### src/rtl/i2c_cmd_seq.sv
// i2c_cmd_seq: replays a byte/end-flag command table into a bytewise I2C transmitter.
module i2c_cmd_seq #(
    parameter int DEPTH     = 32,
    parameter int AW        = 5,
    parameter int GAP_EDGES = 2,
    parameter int TIMEOUT   = 4096
) (
    input  logic          clk,
    input  logic          rst_n,
    input  logic          cfg_we,
    input  logic [AW-1:0] cfg_addr,
    input  logic [8:0]    cfg_data,
    input  logic          start,
    input  logic [AW:0]   len,
    input  logic          clk_i2c,
    output logic          tx_rd_en,
    output logic [7:0]    tx_data,
    input  logic          tx_sent,
    output logic          busy,
    output logic          done,
    output logic          error
);
    localparam int TW = $clog2(TIMEOUT + 1);
    localparam int GW = $clog2(GAP_EDGES + 1);

    typedef enum logic [2:0] {IDLE, FETCH, ISSUE, WAIT, GAP, DONE} state_t;

    state_t        state, state_nxt;
    logic [8:0]    mem [DEPTH];
    logic [8:0]    entry;
    logic [AW-1:0] ptr;
    logic [AW:0]   len_q;
    logic [TW-1:0] tmo;
    logic [GW-1:0] gcnt;
    logic          i2c_q, zero_done, error_q;
    logic          fall, is_last, expire, gap_end, accept;

    assign fall    = i2c_q & ~clk_i2c;
    assign is_last = {1'b0, ptr} == len_q - 1'b1;
    assign expire  = tmo <= TW'(1);
    assign gap_end = fall && gcnt == GW'(GAP_EDGES - 1);
    assign accept  = state == IDLE && start && len != '0;

    // Table is only writable between sequences so a running script never changes underneath.
    always_ff @(posedge clk)
        if (cfg_we && !busy && {1'b0, cfg_addr} < (AW + 1)'(DEPTH))
            mem[cfg_addr] <= cfg_data;

    always_ff @(posedge clk or negedge rst_n)
        if (!rst_n) state <= IDLE;
        else        state <= state_nxt;

    always_comb begin
        state_nxt = state;
        case (state)
            IDLE:    state_nxt = accept ? FETCH : IDLE;
            FETCH:   state_nxt = ISSUE;
            ISSUE:   state_nxt = WAIT;
            WAIT:    state_nxt = tx_sent ? ((entry[8] || is_last) ? GAP : FETCH) : (expire ? GAP : WAIT);
            GAP:     state_nxt = gap_end ? ((is_last || error_q) ? DONE : FETCH) : GAP;
            DONE:    state_nxt = IDLE;
            default: state_nxt = IDLE;
        endcase
    end

    always_comb begin
        tx_rd_en = state == ISSUE;
        tx_data  = entry[7:0];
        busy     = state != IDLE && state != DONE;
        done     = state == DONE || zero_done;
        error    = error_q;
    end

    always_ff @(posedge clk or negedge rst_n)
        if (!rst_n) begin
            i2c_q     <= 1'b0;
            zero_done <= 1'b0;
            error_q   <= 1'b0;
            len_q     <= '0;
            ptr       <= '0;
            entry     <= '0;
            tmo       <= '0;
            gcnt      <= '0;
        end else begin
            i2c_q     <= clk_i2c;
            zero_done <= state == IDLE && start && len == '0;
            if (accept) begin
                len_q   <= len;
                ptr     <= '0;
                error_q <= 1'b0;
            end
            if (state == FETCH) entry <= mem[ptr];
            if (state == ISSUE) tmo <= TW'(TIMEOUT - 1);
            // sent has priority over expiry so a byte acknowledged on the last allowed cycle still counts
            if (state == WAIT) begin
                tmo  <= tmo - 1'b1;
                gcnt <= '0;
                if (tx_sent) begin
                    if (!(entry[8] || is_last)) ptr <= ptr + 1'b1;
                end else if (expire) begin
                    error_q <= 1'b1;
                end
            end
            if (state == GAP && fall) gcnt <= gcnt + 1'b1;
            if (state == GAP && gap_end && !(is_last || error_q)) ptr <= ptr + 1'b1;
        end
endmodule

### config.mk
export PLATFORM = sky130hd
export DESIGN_NAME = i2c_cmd_seq
export DESIGN_NICKNAME = d
export VERILOG_FILES = /design/src/rtl/i2c_cmd_seq.sv
export SDC_FILE = /design/constraint.sdc
export NUM_CORES = 1
export LEC_CHECK = 0
export ABC_AREA = 1
export ABC_CLOCK_PERIOD_IN_PS = 1700
export BUFFER_PORTS_ARGS = -buffer_cell sky130_fd_sc_hd__clkbuf_2
export CAP_MARGIN = 20
export CORE_MARGIN = 3
export CORE_UTILIZATION = 32
export DETAILED_ROUTE_END_ITERATION = 8
export GPL_TIMING_DRIVEN = 1
export PLACE_DENSITY = 0.53
export SLEW_MARGIN = 10
export SYNTH_ARGS = -nofsm -noshare
export SYNTH_HDL_FRONTEND = slang
export SYNTH_SLANG_ARGS = --single-unit
### constraint.sdc
create_clock -name clk -period 1.7 [get_ports clk]
set_input_delay 0.17 -clock clk [delete_from_list [all_inputs] [get_ports clk]]
set_output_delay 0.17 -clock clk [all_outputs]
set_load 0.02 [all_outputs]
**Word-level counts from Yosys, hierarchy flattened**

Memory sizes are Yosys's and may differ from the RTL's. A register that Yosys moved wholly into a read port is not among the register bits.
Cells that the tools add are included.

- Flip-flop bits (word level): 32
- Memory bits (writable): 288
- Output and inout bits: 12
- Logic and storage cells: 67
- Memories: 1

- Add/subtract/negate cells: 4
- $lt $le $gt $ge: 1
- Equal/unequal tests: 8
- Mux-type cells: 22
- Bitwise gates (word level): 2
- Reductions and logical operators: 21

Memories:

| name | words | bits a word | read ports | clocked after memory_dff | write ports | line | source |
|---|---|---|---|---|---|---|---|
| mem | 32 | 9 | 1 | 1 | 1 | 29 | `logic [8:0] mem [DEPTH];` |

Operators with widths:

| cell | count |
|---|---|
| 13-bit 2-to-1 mux | 2 |
| 5-bit 2-to-1 mux | 5 |
| 3-bit 2-to-1 mux | 5 |
| 3-bit case mux with 5 select lines | 1 |
| 13-bit by 1-bit <= comparator with 1-bit output (second input constant) | 1 |
| 13-bit by 1-bit subtractor with 13-bit output (second input constant) | 1 |
| 1-bit logical AND | 9 |
| 1-bit 2-to-1 mux | 7 |
| 3-bit by 2-bit == test with 1-bit output (second input constant) | 2 |
| 3-bit == test (second input constant) | 2 |
| 5-bit by 6-bit == test with 1-bit output | 1 |
| 6-bit logical NOT | 1 |
| 6-bit nonzero test | 1 |
| 6-bit by 1-bit subtractor with 6-bit output (second input constant) | 1 |
| 5-bit by 1-bit adder with 5-bit output (second input constant) | 1 |
| 2-bit 2-to-1 mux | 2 |
| 2-bit nonzero test | 2 |
| 3-bit by 1-bit == test with 1-bit output (second input constant) | 1 |
| 1-bit logical NOT | 3 |
| 3-bit logical NOT | 1 |
| 1-bit logical OR | 3 |
| 3-bit != test (second input constant) | 1 |
| 3-bit nonzero test | 1 |
| 2-bit by 1-bit adder with 2-bit output (second input constant) | 1 |
| 3 further kinds | 3 |

**Depth between registers and ports, before layout**

- Word-level depth: 8
- Depth in mapped cells: 14

**Worst setup path after synthesis**

No wires, ideal clock.

- Path kind: register to register
- Start point: register state[0]
- End point: memory mem[0][0], enable pin
- Data arrival time: 1.624 ns
- Data required time: 1.326 ns
- Path slack: -0.298 ns
- Stages on the path, launching flop included: 6
- Period minus slack after synthesis: 1.998 ns
- Cell sequence: dfrtp_1 > nor2_1 > a21oi_1 > nor2_2 > nand4_1 > nor2_1

- Cells in the longest elaborated chain, start to end: 6
- Elaborated cells on any way between the ends: 7
- Those cells by class: 1 x eq/ne; 2 x mux; 4 x reduce/logical

Ends and longest elaborated chain:

| what | line | source |
|---|---|---|
| from (decl) | 28 | `state_t state, state_nxt;` |
| from (signal assigned) | 51 | `else state <= state_nxt;` |
| 3-bit != test / 3-bit nonzero test (equally long branches) | 69 | `busy = state != IDLE && state != DONE;` |
| 1-bit logical AND (*) | 69 |  |
| via busy | 19 | `output logic busy,` |
| 1-bit logical NOT (*) | 46 | `if (cfg_we && !busy && {1'b0, cfg_addr} < (AW + 1)'(DEPTH))` |
| 1-bit logical AND (*) | 46 |  |
| 1-bit 2-to-1 mux (*) | 46 |  |
| 1-bit 2-to-1 mux (implied by the code) (*) | 47 | `mem[cfg_addr] <= cfg_data;` |
| to (decl) | 29 |  |

The timed path passes the listed nets; every way through them passes the cells marked *.

**Worst setup path after layout**

- Start point: register state[1]
- End point: memory mem[18][6], enable pin

- Cells in the longest elaborated chain, start to end: 6
- Elaborated cells on any way between the ends: 7
- Those cells by class: 1 x eq/ne; 2 x mux; 4 x reduce/logical

Ends and longest elaborated chain:

| what | line |
|---|---|
| 3-bit != test / 3-bit nonzero test (equally long branches) | 69 |
| 1-bit logical AND (*) | 69 |
| 1-bit logical NOT (*) | 46 |
| 1-bit logical AND (*) | 46 |
| 1-bit 2-to-1 mux (*) | 46 |
| 1-bit 2-to-1 mux (implied by the code) (*) | 47 |

Mark *: on every way between the ends. The rest lies on a longest branch, timed or not.

==> metrics.txt <==
RSZ-0062 raised after global routing=yes; DIE AREA=45540 sq um; required time of the critical path=1960 ps; # IOs=38; initial core utilization=32.60%; die height=213.4 um; worst clock skew=19.07 ps; Worst path slowest cell=dfrtp_1; CTS tree=yes; capturing point of the worst reg2reg path=mem[18][6]; grt ovf=0; Root Buffer=clkbuf_16; CP startpoint kind=flip-flop; violated checks=negative setup slack; final worst path period share=113.0%; PortBufs=37; setup TNS=-34850 ps; Initial DRC Count=891; DR WL/cell=21.33 um; first-pass GRT wire length=60.51 mm; syn_nets=1217; via count=9948; Max Cap Viol=0; R2R Setup Slk=-220 ps; Seq/Total Area, Yosys=70.28%; most instantiated cells after synthesis=edfxtp_1 (288), nor2_1 (253), o21ai_0 (139), nand2_1 (121), nand3_1 (57); crit path launch=state[1]; Worst Path Arrival=2180 ps; status=finished with violations; cts bufs inserted=36; Clk Latency, worst-skew pair=550 ps; Hold Crit Class=primary input to flip-flop; H-tree levels=2; initial antenna violation count=0; clock-pin slew on the worst setup and hold paths=60 ps; Clock Path Buffers=3; Top delay family on crit path=simple AND/OR/NAND/NOR gates; power per cell area=1411 nW/um^2; ys async rst share=12.46%; worst-path fanout max=9; # rows=75; worst slew pin tran=647.9 ps; Max Clk Rate=0.5208 GHz; setup slack after layout=-220.2 ps; reg2reg start=state[1]; Post-synth EDFFs=288; Post-synth top flop=edfxtp_1; synthesis-to-layout area growth=33.09%; Hold WS=93.34 ps; Lkg Pwr=0.006529 uW; Placer Congestion=0.8402; Setup CP Type=flip-flop to flip-flop; Final Instance Area=18320 sq um; Overall Power=25850 uW; largest area contributor in the netlist=edfxtp_1; final hold vios=0; total iterations of the first detailed-routing run=5; Yosys cell types=36; Die X=213.4 um; core footprint=42230 sq um; Tmin final=1920 ps; Final Setup Violations=294; Total GRT Usage=17.88%; Syn Inst Count=1186; Yosys top cell area share=62.82%; Placement Setup Slack=-288.6 ps; DRC violation count after routing=0; synth warn=0; CP max stage delay=390 ps; Placed Area=15690 sq um; DP HPWL=25.15 mm; routed wire length=41.39 mm; Peak supply drop=709.7 uV; most common cell in the synthesized netlist=edfxtp_1; vias per std cell=5.128; post-synthesis register bit count=329; share of layout cells above drive strength 1=28.27%; crit-path cells=inv_2 > nand2_4 > nor2_4 > a21oi_4 > nor2_4 > buf_12 > nand4_1 > buf_6 > nor2_2 > buf_12; n_diodes=0; WP buf/inv=4; Levels on crit path=10; Mapped Avg Cell Area=11.61 sq um; Synth area leaders=edfxtp_1 (63%), dfrtp_1 (7.5%), nor2_1 (6.9%); Slew Viols, Final=0; nets=1407; crit path to=mem[18][6]; vias in the first global route=9799; R2R depth=10; Slew headroom=56.81%; number of routed nets with antenna violations=0; CP Capture Type=flip-flop; pin count of the biggest net entering global routing=54; CTS sink cnt=329; synthesized area=13770 sq um
-- kinds of logic after synthesis --
family,Yosys count,share of synthesized area (%)
AO/OA/AOI/OAI,265,10.73
XOR/XNOR,3,0.1909
adder cells (fa/ha/maj),5,0.4545
buffers and inverters,120,4.308
flip-flops,329,70.28
AND/OR/NAND/NOR,464,14.03
-- repair_timing --
action	4_1_cts	5_1_grt
setup endpoints to repair	307	317
buffers inserted	30	16
gates resized for setup	92	145
pin swaps	39	59
hold endpoints to repair	32	0
hold buffers	11	0
cloned	13	5
-- metal layers --
| metal | routed length, um | global-route usage [%] | vias up | share of wire (%) |
|---|---|---|---|---|
| met5 | 0 | 0 | - | 0 |
| met1 | 18400 | 25.36 | 4912 | 44 |
| li1 | - | - | 4623 | - |
| met2 | 19500 | 28.45 | 352 | 47 |
| met3 | 2477 | 2.838 | 61 | 6.0 |
| met4 | 1004 | 5.697 | 0 | 2.4 |
-- sequential cells by signal (all words and copies together) (netlist names), 2 cells and up --
signal / count
state: 3
len_q: 6
mem: 288
tmo: 13
ptr: 5
entry: 9
gcnt: 2
-- worst min-delay path by stage --
stage,start,end,cells after the start
3_3_place_gp,rst_n,len_q[3],1
4_1_cts,cfg_data[4],mem[31][4],2
3_5_place_dp,rst_n,len_q[1],1
6_report,cfg_data[4],mem[28][4],2
5_1_grt,cfg_data[4],mem[30][4],2
2_1_floorplan,rst_n,entry[0],0
-- cell usage in the layout, fill, tap and decap left out, types with 12 or more instances in the layout --
cell type	count
edfxtp_1	288
nor2_1	198
nand2_1	114
o21ai_0	85
buf_4	72
o21ai_1	50
nand3_1	46
inv_1	44
nor2_4	44
buf_12	44
clkbuf_16	40
dfrtp_1	39
o211ai_1	35
clkbuf_2	34
buf_6	31
o22ai_1	28
o21ai_2	25
nor2_2	23
a21oi_1	20
nand3_2	12
-- report_power, final --
| group | total (uW) | internal [uW] | switching (uW) |
|---|---|---|---|
| registers | 9540 | 9160 | 381 |
| clock network | 7420 | 4230 | 3180 |
| logic | 8890 | 3620 | 5280 |
| total | 25900 | 17000 | 8840 |
-- through the flow --
step,util [%],cells
3_3_place_gp,37.15,1806
4_1_cts,42.06,1923
5_1_grt,43.39,1940
3_5_place_dp,37.15,1806
6_report,43.39,1940
2_1_floorplan,-,1186
-- final cells by class --
class	count	area [sq um]
fillers	3911	23910
flip-flops and latches	329	9679
multi-input cells	744	4237
repair buffers	209	2411
clock buffers	47	942.2
well taps	539	674.4
inverters	56	227.7
clock inverters	16	150.1
(Power assumes the default switching activity.)
